$ cat config.mk
export PLATFORM = sky130hd
export DESIGN_NAME = nervous_shock_monitor_flat
export DESIGN_NICKNAME = d
export VERILOG_FILES = /design/src/rtl/nervous_shock_if.sv /design/src/rtl/nervous_shock_monitor.sv /design/src/flat_wrapper.sv
export SDC_FILE = /design/constraint.sdc
export NUM_CORES = 1
export LEC_CHECK = 0
export ABC_AREA = 1
export BUFFER_PORTS_ARGS = -buffer_cell sky130_fd_sc_hd__clkbuf_2
export CORE_MARGIN = 5
export CORE_UTILIZATION = 45
export CTS_CLUSTER_DIAMETER = 50
export DETAILED_ROUTE_END_ITERATION = 10
export PLACE_DENSITY_LB_ADDON = 0.25
export SKIP_CTS_REPAIR_TIMING = 1
export SYNTH_ARGS = -nofsm -noshare
export SYNTH_HDL_FRONTEND = slang
export SYNTH_SLANG_ARGS = --single-unit
$ cat constraint.sdc
create_clock -name clock -period 2.7 [get_ports clock]
set_input_delay 0.54 -clock clock [delete_from_list [all_inputs] [get_ports clock]]
set_output_delay 0.54 -clock clock [all_outputs]
set_load 0.02 [all_outputs]
$ cat src/rtl/nervous_shock_if.sv
// Sample/status bundle for the nervous shock monitor.
// The master drives samples in; the slave (the monitor) returns per-channel status.
interface nervous_shock_if #(
    parameter int unsigned CHANNELS = 4
) ();
    logic                  sample_valid;
    logic [CHANNELS-1:0]   inputdata;
    logic [2*CHANNELS-1:0] nervousAbnormality;
    logic                  shock_alarm;
    logic                  window_done;

    modport master (
        output sample_valid,
        output inputdata,
        input  nervousAbnormality,
        input  shock_alarm,
        input  window_done
    );

    modport slave (
        input  sample_valid,
        input  inputdata,
        output nervousAbnormality,
        output shock_alarm,
        output window_done
    );
endinterface

$ cat src/rtl/nervous_shock_monitor.sv
// Per-channel toggle-rate classifier over fixed sample windows, with stuck-sensor
// detection; all status outputs come straight from flops.
module nervous_shock_monitor #(
    parameter int unsigned CHANNELS  = 4,
    parameter int unsigned WINDOW    = 16,
    parameter int unsigned WARN_TH   = 4,
    parameter int unsigned SHOCK_TH  = 8,
    parameter int unsigned STUCK_LEN = 32
) (
    input  logic           clock,
    input  logic           reset,
    nervous_shock_if.slave bus
);
    localparam int unsigned WW = $clog2(WINDOW);
    localparam int unsigned TW = $clog2(WINDOW + 1);
    localparam int unsigned SW = $clog2(STUCK_LEN + 1);

    localparam logic [WW-1:0] WIN_LAST  = WW'(WINDOW - 1);
    localparam logic [TW-1:0] WARN_T    = TW'(WARN_TH);
    localparam logic [TW-1:0] SHOCK_T   = TW'(SHOCK_TH);
    localparam logic [SW-1:0] STUCK_MAX = SW'(STUCK_LEN);

    typedef enum logic {
        NO_HISTORY = 1'b0,
        RUN        = 1'b1
    } hist_e;

    hist_e                         hist_q, hist_d;
    logic [WW-1:0]                 win_q, win_d;
    logic [CHANNELS-1:0]           prev_q, prev_d;
    logic [CHANNELS-1:0]           stuck_q, stuck_d;
    logic [CHANNELS-1:0][TW-1:0]   tog_q, tog_d;
    logic [CHANNELS-1:0][1:0]      cls_q, cls_d;
    logic [CHANNELS-1:0][SW-1:0]   scnt_q, scnt_d;
    logic [2*CHANNELS-1:0]         abn_q, abn_d;
    logic                          alarm_q, alarm_d;
    logic                          done_q, done_d;

    logic                          close;
    logic [CHANNELS-1:0]           trans;
    logic [CHANNELS-1:0][TW-1:0]   tog_inc;

    // Next-state: every counter and flag advances only on an accepted sample
    always_comb begin
        hist_d  = hist_q;
        win_d   = win_q;
        prev_d  = prev_q;
        stuck_d = stuck_q;
        tog_d   = tog_q;
        cls_d   = cls_q;
        scnt_d  = scnt_q;
        done_d  = 1'b0;
        close   = 1'b0;
        trans   = '0;
        tog_inc = tog_q;
        abn_d   = '0;
        alarm_d = 1'b0;

        if (bus.sample_valid) begin
            hist_d = RUN;
            prev_d = bus.inputdata;
            close  = (win_q == WIN_LAST);
            win_d  = close ? '0 : win_q + WW'(1);
            done_d = close;
            for (int c = 0; c < int'(CHANNELS); c++) begin
                trans[c]   = (hist_q == RUN) && (bus.inputdata[c] != prev_q[c]);
                tog_inc[c] = tog_q[c] + TW'(trans[c]);
                // The closing sample's own transition is part of the window being judged
                if (close) begin
                    tog_d[c] = '0;
                    if (tog_inc[c] >= SHOCK_T)     cls_d[c] = 2'b10;
                    else if (tog_inc[c] >= WARN_T) cls_d[c] = 2'b01;
                    else                           cls_d[c] = 2'b00;
                end else begin
                    tog_d[c] = tog_inc[c];
                end
                if (trans[c])                    scnt_d[c] = '0;
                else if (scnt_q[c] != STUCK_MAX) scnt_d[c] = scnt_q[c] + SW'(1);
                stuck_d[c] = !trans[c] && (stuck_q[c] || (scnt_d[c] == STUCK_MAX));
            end
        end

        // Status is registered from next-state so it updates on the accepting edge
        for (int c = 0; c < int'(CHANNELS); c++) begin
            abn_d[2*c +: 2] = stuck_d[c] ? 2'b11 : cls_d[c];
            alarm_d         = alarm_d | (abn_d[2*c +: 2] == 2'b10);
        end
    end

    always_ff @(posedge clock or posedge reset) begin
        if (reset) begin
            hist_q  <= NO_HISTORY;
            win_q   <= '0;
            prev_q  <= '0;
            stuck_q <= '0;
            tog_q   <= '0;
            cls_q   <= '0;
            scnt_q  <= '0;
            abn_q   <= '0;
            alarm_q <= 1'b0;
            done_q  <= 1'b0;
        end else begin
            hist_q  <= hist_d;
            win_q   <= win_d;
            prev_q  <= prev_d;
            stuck_q <= stuck_d;
            tog_q   <= tog_d;
            cls_q   <= cls_d;
            scnt_q  <= scnt_d;
            abn_q   <= abn_d;
            alarm_q <= alarm_d;
            done_q  <= done_d;
        end
    end

    assign bus.nervousAbnormality = abn_q;
    assign bus.shock_alarm        = alarm_q;
    assign bus.window_done        = done_q;
endmodule

$ cat src/flat_wrapper.sv
// flat-port wrapper written by rule: the top's interface ports become plain ports
module nervous_shock_monitor_flat 
#(
    parameter int unsigned CHANNELS  = 4,
    parameter int unsigned WINDOW    = 16,
    parameter int unsigned WARN_TH   = 4,
    parameter int unsigned SHOCK_TH  = 8,
    parameter int unsigned STUCK_LEN = 32
)
  (clock, reset, bus_sample_valid, bus_inputdata, bus_nervousAbnormality, bus_shock_alarm, bus_window_done);
  nervous_shock_if #(.CHANNELS(CHANNELS)) bus_i ();
  input  logic clock;
  input  logic reset;
  input wire logic [$bits(bus_i.sample_valid)-1:0] bus_sample_valid;
  input wire logic [$bits(bus_i.inputdata)-1:0] bus_inputdata;
  output wire logic [$bits(bus_i.nervousAbnormality)-1:0] bus_nervousAbnormality;
  output wire logic [$bits(bus_i.shock_alarm)-1:0] bus_shock_alarm;
  output wire logic [$bits(bus_i.window_done)-1:0] bus_window_done;
  assign bus_i.sample_valid = bus_sample_valid;
  assign bus_i.inputdata = bus_inputdata;
  assign bus_nervousAbnormality = bus_i.nervousAbnormality;
  assign bus_shock_alarm = bus_i.shock_alarm;
  assign bus_window_done = bus_i.window_done;
  nervous_shock_monitor #(.CHANNELS(CHANNELS), .WINDOW(WINDOW), .WARN_TH(WARN_TH), .SHOCK_TH(SHOCK_TH), .STUCK_LEN(STUCK_LEN)) u_core (.clock(clock), .reset(reset), .bus(bus_i));
endmodule
==> impl_metrics.py, run 1 <==
metrics = {
    "outcome": {
        "status": "finished clean",
    },
    "clock_tree": {
        "clk_latency_ns": 0.35,
        "cts_tree": "done",
        "clk_path_buf_depth": 2,
        "htreeDepth": 3,
        "clk_pin_slew_ns": 0.08,
        "cts.sinks": 75,
        "cts-root-buf": "clkbuf_8",
        "cts_buffers": 9,
    },
    "placed_design": {
        "gp_routability_congestion": 0.8624,
        "port_buffers": 16,
        "dp_hpwl_mm": 5.509,
        "preCtsSetupSlack_ns": 0.2549,
    },
    "setup_path": {
        "crit_path_max_fanout": 6,
        "max_stage_delay_ns": 0.44,
        "path_cells": "inv_1, nor2_1, nand2_2, inv_1, ha_1, ha_1, nand3_1, xor2_1, nor2_1, nand2_1, o21ai_1, inv_2, nand3_1, nand2_1, inv_1, nand2_1",
        "arrival_ns": 2.46,
        "r2r_cells": 16,
        "path_class": "reg2reg",
        "cp.depth": 16,
        "critPathTopFamily": "simple AND/OR/NAND/NOR gates",
        "worst-path-buf-inv": 4,
        "cp_slowest_cell": "dfrtp_1",
        "startpoint_type": "flop",
        "critPathRequiredTime_ns": 2.94,
        "cp-end-kind": "flop",
    },
    "pwr": {
        "switchingPower_mw": 1.231,
        "pwr-share-comb_pct": 28.0,
        "p_leak_nw": 2.209,
        "cellPowerDensity_mw_per_mm2": 791.3,
        "p_clk_share_pct": 24.5,
        "p_int_mw": 2.227,
        "ir_drop_v": 0.0003105,
        "swShare_pct": 35.60,
        "seq_power_share_pct": 47.5,
    },
    "final_layout": {
        "area_delta_synth_final_pct": 10.19,
        "drive_gt1_share_pct": 14.20,
        "final_nets": 527,
        "post-route-util_pct": 50.59,
        "diodes": 0,
    },
    "logic_synthesis": {
        "synth_common_cells": "nand2_1 (129), dfrtp_1 (75), nand3_1 (55)",
        "synth_area_mm2": 0.003965,
        "synth_top_area_share_pct": 47.33,
        "synth_top_flop_cell": "dfrtp_1",
        "synth_cells": 482,
        "yosysMostFrequentCell": "nand2_1",
        "synth_area_per_cell_um2": 8.226,
        "synthesis.nets": 506,
        "netlist_top_cells_area": "dfrtp_1 (47%), nand2_1 (12%), nand3_1 (6.9%)",
        "synthArstFlopShare_pct": 100.0,
        "synth_top_area_cell": "dfrtp_1",
        "yosys_warnings": 0,
        "ys_seq_area_share_pct": 47.33,
        "synth_edf_count": 0,
        "synth_cell_types": 30,
        "ys_seq_elements": 75,
    },
    "die": {
        "die_x_um": 103.9,
        "ios": 17,
        "coreArea_mm2": 0.008636,
        "start_util_pct": 45.91,
        "die_area_mm2": 0.01079,
        "rows": 34,
        "dieHeight_um": 103.9,
    },
    "timing": {
        "tns_ns": 0,
        "fin_crit_sh_pct": 82.32,
        "holdWs_ns": 0.2302,
        "rsz0062_at_grt": "false",
        "slew_headroom_pct": 62.21,
        "setup_slack_ns": 0.4773,
        "fmax_ghz": 0.4499,
        "hold_viol": 0,
        "setup_viol": 0,
        "period_needed_ns": 2.223,
        "fin_worst_skew_ns": 0.01191,
        "finalMaxSlewViolations": 0,
        "worstMarginPinSlew_ns": 0.5660,
    },
    "detailed_routing": {
        "viasPerCell": 5.041,
        "drc": 0,
        "firstDrtPassIters": 5,
        "drt_iter0_drc": 143,
        "wl_per_cell_um": 12.60,
        "routed_wl_mm": 7.752,
        "vias": 3100,
        "postRouteAntennaNets": 0,
    },
    "global_routing": {
        "grt_pass1_wl_mm": 13.99,
        "grt_use_total_pct": 15.38,
        "grt_start_max_net_pins": 33,
        "grt_pass1_vias": 3047,
        "antenna_found_initial": 0,
        "gr-total-overflow": 0,
    },
    "hold_path": {
        "hp-class": "in2async",
    },
    "flow_run": {
        "cap_violations": 0,
    },
}
[worst paths after layout]
kind                                               endpoint                        start  slack (ns)
setup / recovery           u_core.bus.shock_alarm$_DFF_PP0_    u_core.hist_q$_DFFE_PP0P_        0.48
min in group clock             u_core.prev_q[3]$_DFFE_PP0P_             bus_inputdata[3]        0.43
hold reg to reg                 u_core.tog_q[5]$_DFFE_PP0P_  u_core.tog_q[5]$_DFFE_PP0P_        0.50
setup reg to reg           u_core.bus.shock_alarm$_DFF_PP0_    u_core.hist_q$_DFFE_PP0P_        0.48
hold / removal                u_core.scnt_q[19]$_DFFE_PP0P_                        reset        0.23
max in group asynchronous       u_core.tog_q[4]$_DFFE_PP0P_                        reset        1.67
[power groups by stage]
stage / Combinational [mW] / Clock [mW] / Sequential, mW
final: 0.969 / 0.846 / 1.64
after floorplan: 0.672 / 0 / 1.69
after detailed placement: 0.976 / 0 / 1.66
after global routing: 1.13 / 0.910 / 1.68
after CTS: 0.984 / 0.871 / 1.64
after global placement: 0.949 / 0 / 1.65
[stage by stage]
stage / power (mW) / instance area [µm²] / cells
floorplan: 2.367 / 3965 / 482
global placement: 2.600 / 4178 / 600
detailed placement: 2.638 / 4178 / 600
CTS: 3.498 / 4369 / 615
global route: 3.719 / 4369 / 615
finish: 3.457 / 4369 / 615
[kinds of logic after synthesis]
family / count (synthesis) / synth area share, %
compound gates: 50 / 7.068
xor+xnor: 20 / 4.418
fa+ha+maj: 17 / 5.364
buf+inv: 73 / 7.479
flops: 75 / 47.33
simple gates: 247 / 28.34
[layout by cell type (no fill, tap or decap), drive strengths merged, types with 3 or more instances in the layout]
master and instances:
nand2 134, dfrtp 75, nand3 59, inv 59
nor2 40, o21ai 37, clkbuf 25, ha 17
xor2 16, nand4 12, buf 8, o22ai 6
xnor2 4, a21oi 4, clkinv 3
[state kept, by name, summed over array words and instances (netlist names)]
signal,flops
u_core.bus.window_done,1
u_core.tog_q,20
u_core.cls_q,8
u_core.bus.shock_alarm,1
u_core.bus.nervousAbnormality,8
u_core.prev_q,4
u_core.hist_q,1
u_core.scnt_q,24
u_core.win_q,4
u_core.stuck_q,4
[area by class of cell]
class,instances,area (µm²)
Clock buffer,9,123.9
Clock inverter,6,67.56
Fill cell,864,4267
Inverter,59,221.5
Multi-Input combinational cell,334,1792
Sequential cell,75,1877
Tap cell,108,135.1
Timing Repair Buffer,24,152.6
[per-layer routing]
layer | up-vias | track usage (%) | part of all wire, % | wire (µm)
met5 | - | 0 | 0 | 0
met3 | 14 | 2.607 | 2.7 | 208
met2 | 45 | 26.32 | 49 | 3818
li1 | 1580 | - | - | -
met4 | 0 | 5.365 | 1.6 | 122
met1 | 1461 | 19.60 | 46 | 3602
Power figures use the tool's default switching activity.
==> run 2, diff against run 1 <==
--- a/config.mk
+++ b/config.mk
@@ -5,7 +5,7 @@
 export SDC_FILE = /design/constraint.sdc
 export NUM_CORES = 1
 export LEC_CHECK = 0
-export ABC_AREA = 1
+export ABC_AREA = 0
 export BUFFER_PORTS_ARGS = -buffer_cell sky130_fd_sc_hd__clkbuf_2
 export CORE_MARGIN = 5
 export CORE_UTILIZATION = 45
==> constraint.sdc (replaced) <==
create_clock -name clock -period 2.2 [get_ports clock]
set_input_delay 0.44 -clock clock [delete_from_list [all_inputs] [get_ports clock]]
set_output_delay 0.44 -clock clock [all_outputs]
set_load 0.02 [all_outputs]
==> run 2 against run 1 <==
  * The run now ends with negative setup slack left
  * Register-to-register slack got worse by 0.72 ns
  * Global-route usage grew 0.98 points
  * Synthesized area grew 2.2%
  * Utilization rose by 6.9 points
  * Critical path depth decreased by 6
  * Clock power is 38% higher
  * Combinational power increased by 100%
  * Routed wire length rose by 11%
  * Count of clock-buffer cells in the layout up 1
  * Sequential power grew 34%
  * Sequential share of layout area decreased by 5.7 points
  * Clock skew is 0.0031 ns lower
  * Critical path type unchanged
  * Largest power group unchanged
  * Highest routed layer unchanged
==> impl_metrics.py, run 2 <==
metrics = {
    "outcome": {
        "status": "finished with violations",
        "violations": "negative setup slack",
    },
    "die": {
        "start_util_pct": 46.26,
        "die_area_mm2": 0.01101,
        "die_x_um": 104.9,
        "dieHeight_um": 104.9,
        "coreArea_mm2": 0.008763,
        "ios": 17,
        "rows": 34,
    },
    "final_layout": {
        "largest_registers": "u_core.scnt_q x24, u_core.tog_q x20",
        "final_nets": 513,
        "largest_register_ffs": 24,
        "area_delta_synth_final_pct": 24.20,
        "final_common_cell": "dfrtp_1",
        "drive_gt1_share_pct": 27.79,
        "fillCellCount": 752,
        "instances_no_fill": 601,
        "diodes": 0,
        "mostFrequentLayoutCells": "dfrtp_1 (74), buf_4 (59), nand2_1 (46), o21ai_0 (39)",
        "fin_area_mm2": 0.005035,
        "largest-register": "u_core.scnt_q",
    },
    "logic_synthesis": {
        "yosys_warnings": 0,
        "synth_edf_count": 0,
        "synth_top_area_cell": "dfrtp_1",
        "yosysMostFrequentCell": "dfrtp_1",
        "ys_seq_elements": 75,
        "synth_top_area_share_pct": 46.30,
        "synth_common_cells": "dfrtp_1 (75), nand2_1 (47), o21ai_0 (39)",
        "ys_seq_area_share_pct": 46.30,
        "synthesis.nets": 443,
        "synth_cell_types": 58,
        "netlist_top_cells_area": "dfrtp_1 (46%), ha_1 (5.2%), o21ai_0 (4.8%)",
        "synth_top_flop_cell": "dfrtp_1",
        "synthArstFlopShare_pct": 100.0,
        "synth_cells": 419,
        "synth_area_per_cell_um2": 9.675,
        "synth_area_mm2": 0.004054,
    },
    "hold_path": {
        "hp-class": "in2async",
    },
    "clock_tree": {
        "clk_path_buf_depth": 2,
        "cts-root-buf": "clkbuf_8",
        "cts.sinks": 75,
        "cts_buffers": 9,
        "clk_latency_ns": 0.35,
        "htreeDepth": 3,
        "clk_pin_slew_ns": 0.08,
        "cts_tree": "done",
    },
    "timing": {
        "rsz0062_at_grt": "true",
        "finalMaxSlewViolations": 0,
        "period_needed_ns": 2.439,
        "fin_worst_skew_ns": 0.008807,
        "fmax_ghz": 0.4099,
        "hold_viol": 0,
        "fin_crit_sh_pct": 110.9,
        "setup_slack_ns": -0.2394,
        "setup_viol": 1,
        "slew_headroom_pct": 69.85,
        "holdWs_ns": 0.02944,
        "worstMarginPinSlew_ns": 0.4487,
    },
    "placed_design": {
        "gp_routability_congestion": 0.8307,
        "preCtsSetupSlack_ns": -0.3891,
        "port_buffers": 16,
        "dp_cells": 585,
        "place_area_mm2": 0.004710,
        "dp_hpwl_mm": 6.077,
    },
    "detailed_routing": {
        "firstDrtPassIters": 4,
        "postRouteAntennaNets": 0,
        "vias": 3301,
        "viasPerCell": 5.493,
        "drc": 0,
        "routed_wl_mm": 8.613,
        "wl_per_cell_um": 14.33,
        "drt_iter0_drc": 153,
    },
    "pwr": {
        "p_leak_nw": 2.357,
        "finalPower_mw": 5.343,
        "ir_drop_v": 0.0005903,
        "cellPowerDensity_mw_per_mm2": 1061,
    },
    "global_routing": {
        "gr-total-overflow": 0,
        "grt_start_max_net_pins": 40,
        "grt_pass1_wl_mm": 15.00,
        "grt_pass1_vias": 3287,
        "grt_use_total_pct": 16.36,
        "antenna_found_initial": 0,
    },
    "setup_path": {
        "critPathRequiredTime_ns": 2.42,
        "crit_path_max_fanout": 3,
        "path_class": "reg2reg",
        "arrival_ns": 2.66,
        "cp-end-kind": "flop",
        "startpoint_type": "flop",
    },
    "flow_run": {
        "cap_violations": 0,
    },
}
run 2: worst paths after layout:
path                                               from                                          to  slack [ns]  depth (start not counted)
setup / recovery           u_core.prev_q[2]$_DFFE_PP0P_            u_core.bus.shock_alarm$_DFF_PP0_       -0.24                         10
hold / removal                                    reset  u_core.bus.nervousAbnormality[0]$_DFF_PP0_        0.03                          2
setup reg to reg           u_core.prev_q[2]$_DFFE_PP0P_            u_core.bus.shock_alarm$_DFF_PP0_       -0.24                         10
hold reg to reg               u_core.cls_q[3]$_DFF_PP0_                   u_core.cls_q[3]$_DFF_PP0_        0.52                          1
max in group asynchronous                         reset                   u_core.hist_q$_DFFE_PP0P_        1.56                          3
min in group clock                     bus_inputdata[0]                u_core.prev_q[0]$_DFFE_PP0P_        0.36                          2
run 2: cells by family after synthesis:
family | Yosys count | synth area share (%)
compound gates | 108 | 18.21
fa+ha+maj | 17 | 5.247
flops | 75 | 46.30
simple gates | 142 | 17.90
xor+xnor | 22 | 4.753
mux | 12 | 3.333
buf+inv | 43 | 4.259
run 2: layout make-up:
| cell class | count | area, µm² | share of cell area (%) |
|---|---|---|---|
| clock buffer | 10 | 137.6 | 2.734 |
| clock inverter | 5 | 77.57 | 1.541 |
| inverter | 25 | 97.59 | 1.938 |
| multi-input combinational | 301 | 2146 | 42.62 |
| sequential | 75 | 1878 | 37.30 |
| tap | 108 | 135.1 | 2.684 |
| timing repair buffer | 77 | 563.0 | 11.18 |
run 2: routing by layer:
layer | track usage (%) | up-vias | wire [µm]
met2 | 26.53 | 47 | 4186
met1 | 21.36 | 1616 | 4056
met4 | 5.845 | 0 | 125
li1 | - | 1631 | -
met5 | 0 | - | 0
met3 | 3.946 | 7 | 244
run 2: critical path: stages (launching register included):
cell and delay [ns]:
dfrtp_1 0.41, xor2_2 0.19, and2_4 0.17, ha_4 0.17, ha_4 0.17, xnor2_2 0.14
a31oi_2 0.12, o31ai_2 0.30, nor2_1 0.08, o31ai_1 0.09, or4b_1 0.47
run 2: power breakdown:
part / switching [mW] / internal (mW) / leakage, nW
logic: 0.944 / 1.04 / 1.27
registers: 0.409 / 1.79 / 0.982
clock network: 0.506 / 0.660 / 0.108
run 2: metrics by stage:
step           util (%)  setup TNS (ns)
6_report          57.45         -0.2394
3_3_place_gp      53.74         -0.3056
4_1_cts           56.20         -0.2634
3_5_place_dp      53.74         -0.4872
2_1_floorplan         -         -0.2317
5_1_grt           57.45         -0.3876
==> run 3, diff against run 2 <==
==> constraint.sdc (replaced) <==
create_clock -name clock -period 2.4 [get_ports clock]
set_input_delay 0.48 -clock clock [delete_from_list [all_inputs] [get_ports clock]]
set_output_delay 0.48 -clock clock [all_outputs]
set_load 0.02 [all_outputs]
==> run 3 against run 2 <==
  * The flow still finishes with violations (negative setup slack)
  * Design area is 1.2% lower
  * Die area stayed put
  * Global-route usage is 0.46 points lower
  * Sequential power is 8% lower
  * Routed wire length is 1.6% higher
  * Worst hold slack better by 0.10 ns
  * Highest routed layer unchanged
==> impl_metrics.py, run 3 (synthesized netlist as in run 2, its figures left out) <==
metrics = {
    "final_layout": {
        "largest_registers": "u_core.scnt_q x24, u_core.tog_q x20",
        "final_common_cell": "dfrtp_1",
        "drive_gt1_share_pct": 25.21,
        "instances_no_fill": 588,
        "diodes": 0,
        "final_nets": 499,
        "area_delta_synth_final_pct": 22.65,
        "post-route-util_pct": 56.74,
        "largest-register": "u_core.scnt_q",
        "mostFrequentLayoutCells": "dfrtp_1 (74), nand2_1 (47), buf_4 (45), o21ai_0 (39), nor2_1 (22)",
        "largest_register_ffs": 24,
    },
    "die": {
        "rows": 34,
        "die_x_um": 104.9,
        "die_area_mm2": 0.01101,
        "start_util_pct": 46.26,
        "coreArea_mm2": 0.008763,
        "ios": 17,
        "dieHeight_um": 104.9,
    },
    "detailed_routing": {
        "viasPerCell": 5.655,
        "wl_per_cell_um": 14.89,
        "routed_wl_mm": 8.754,
        "drc": 0,
        "firstDrtPassIters": 4,
        "drt_iter0_drc": 131,
        "vias": 3325,
        "postRouteAntennaNets": 0,
    },
    "clock_tree": {
        "cts_tree": "done",
        "cts-root-buf": "clkbuf_8",
        "cts.sinks": 75,
        "htreeDepth": 3,
        "clk_latency_ns": 0.35,
        "clk_path_buf_depth": 2,
        "clk_pin_slew_ns": 0.08,
        "cts_buffers": 9,
    },
    "pwr": {
        "seq_power_share_pct": 39.3,
        "swShare_pct": 33.01,
        "cellPowerDensity_mw_per_mm2": 1034,
        "p_clk_share_pct": 25.6,
        "p_int_mw": 3.444,
        "ir_drop_v": 0.0005509,
        "pwr-share-comb_pct": 35.1,
        "switchingPower_mw": 1.697,
        "p_leak_nw": 2.313,
        "finalPower_mw": 5.141,
    },
    "setup_path": {
        "startpoint_type": "flop",
        "r2r_cells": 8,
        "path_cells": "inv_2, ha_4, nor4b_4, nand2_1, mux2_4, o41ai_4, a21oi_1, or4b_1",
        "path_class": "reg2reg",
        "arrival_ns": 2.69,
        "worst-path-buf-inv": 1,
        "cp.depth": 8,
        "critPathRequiredTime_ns": 2.61,
        "critPathTopFamily": "simple AND/OR/NAND/NOR gates",
        "cp_slowest_cell": "or4b_1",
        "max_stage_delay_ns": 0.51,
        "crit_path_max_fanout": 3,
        "cp-end-kind": "flop",
    },
    "global_routing": {
        "gr-total-overflow": 0,
        "grt_use_total_pct": 15.90,
        "antenna_found_initial": 0,
        "grt_pass1_vias": 3164,
        "grt_pass1_wl_mm": 14.65,
        "grt_start_max_net_pins": 37,
    },
    "timing": {
        "setup_viol": 1,
        "worstMarginPinSlew_ns": 0.4811,
        "period_needed_ns": 2.478,
        "setup_slack_ns": -0.07772,
        "fmax_ghz": 0.4036,
        "fin_crit_sh_pct": 103.2,
        "finalMaxSlewViolations": 0,
        "slew_headroom_pct": 67.88,
        "hold_viol": 0,
        "tns_ns": -0.07772,
        "fin_worst_skew_ns": 0.01063,
        "holdWs_ns": 0.1312,
        "rsz0062_at_grt": "true",
    },
    "placed_design": {
        "dp_hpwl_mm": 6.051,
        "port_buffers": 16,
        "dp_cells": 565,
        "gp_routability_congestion": 0.7882,
    },
    "outcome": {
        "status": "finished with violations",
        "violations": "negative setup slack",
    },
    "hold_path": {
        "hp-class": "in2async",
    },
    "flow_run": {
        "cap_violations": 0,
    },
}
[run 3: cell types whose count changed in the layout (fill, tap and decap cells not counted), moves of 2 or more]
cell / change
bufinv_16: +2
clkinvlp_4: -2
a31oi_1: +2
buf_4: -14
a31oi_2: -2
inv_2: +2
clkinv_2: -2
[run 3: final cells by class]
type,count,area (µm²)
clock buffer,12,155.1
clock inverter,4,120.1
fill,764,3791
tap,108,135.1
multi-input combinational,301,2132
timing repair buffer,63,457.9
sequential,75,1878
inverter,25,93.84
[run 3: worst paths after layout]
kind	startpoint	endpoint	slack, ns
setup / recovery	u_core.scnt_q[0]$_DFFE_PP0P_	u_core.bus.shock_alarm$_DFF_PP0_	-0.08
hold / removal	reset	u_core.scnt_q[15]$_DFFE_PP0P_	0.13
setup reg to reg	u_core.scnt_q[0]$_DFFE_PP0P_	u_core.bus.shock_alarm$_DFF_PP0_	-0.08
hold reg to reg	u_core.cls_q[0]$_DFF_PP0_	u_core.cls_q[0]$_DFF_PP0_	0.51
max in group asynchronous	reset	u_core.scnt_q[1]$_DFFE_PP0P_	1.59
min in group clock	bus_inputdata[0]	u_core.prev_q[0]$_DFFE_PP0P_	0.39
[run 3: routing by layer]
metal	part of all wire [%]	wire [µm]	up-vias	global-route usage, %
met5	0	0	-	0
met4	1.3	118	0	5.936
met3	3.0	264	11	3.884
met2	49	4306	64	25.13
met1	46	4064	1648	21.19
li1	-	-	1602	-
[run 3: power by group through the flow]
stage	registers [mW]	clock network [mW]	logic [mW]
final	2.02	1.32	1.81
after global routing	2.07	1.39	2.00
after CTS	2.00	1.34	1.64
after detailed placement	2.02	0	1.63
after global placement	2.00	0	1.58
after floorplan	2.01	0	1.11
[run 3: metrics by stage]
step	cell area (µm²)	setup WS, ns
detailed placement	4556	-0.2081
floorplan	4105	-0.07167
finish	4972	-0.07772
global placement	4556	-0.1678
global route	4972	-0.1478
CTS	4831	-0.05298
[run 3: worst reg2reg max path, cell delays in order (launching register included)]
cell,delay (ns)
dfrtp_1,0.41
inv_2,0.10
ha_4,0.13
nor4b_4,0.24
nand2_1,0.15
mux2_4,0.33
o41ai_4,0.36
a21oi_1,0.12
or4b_1,0.51
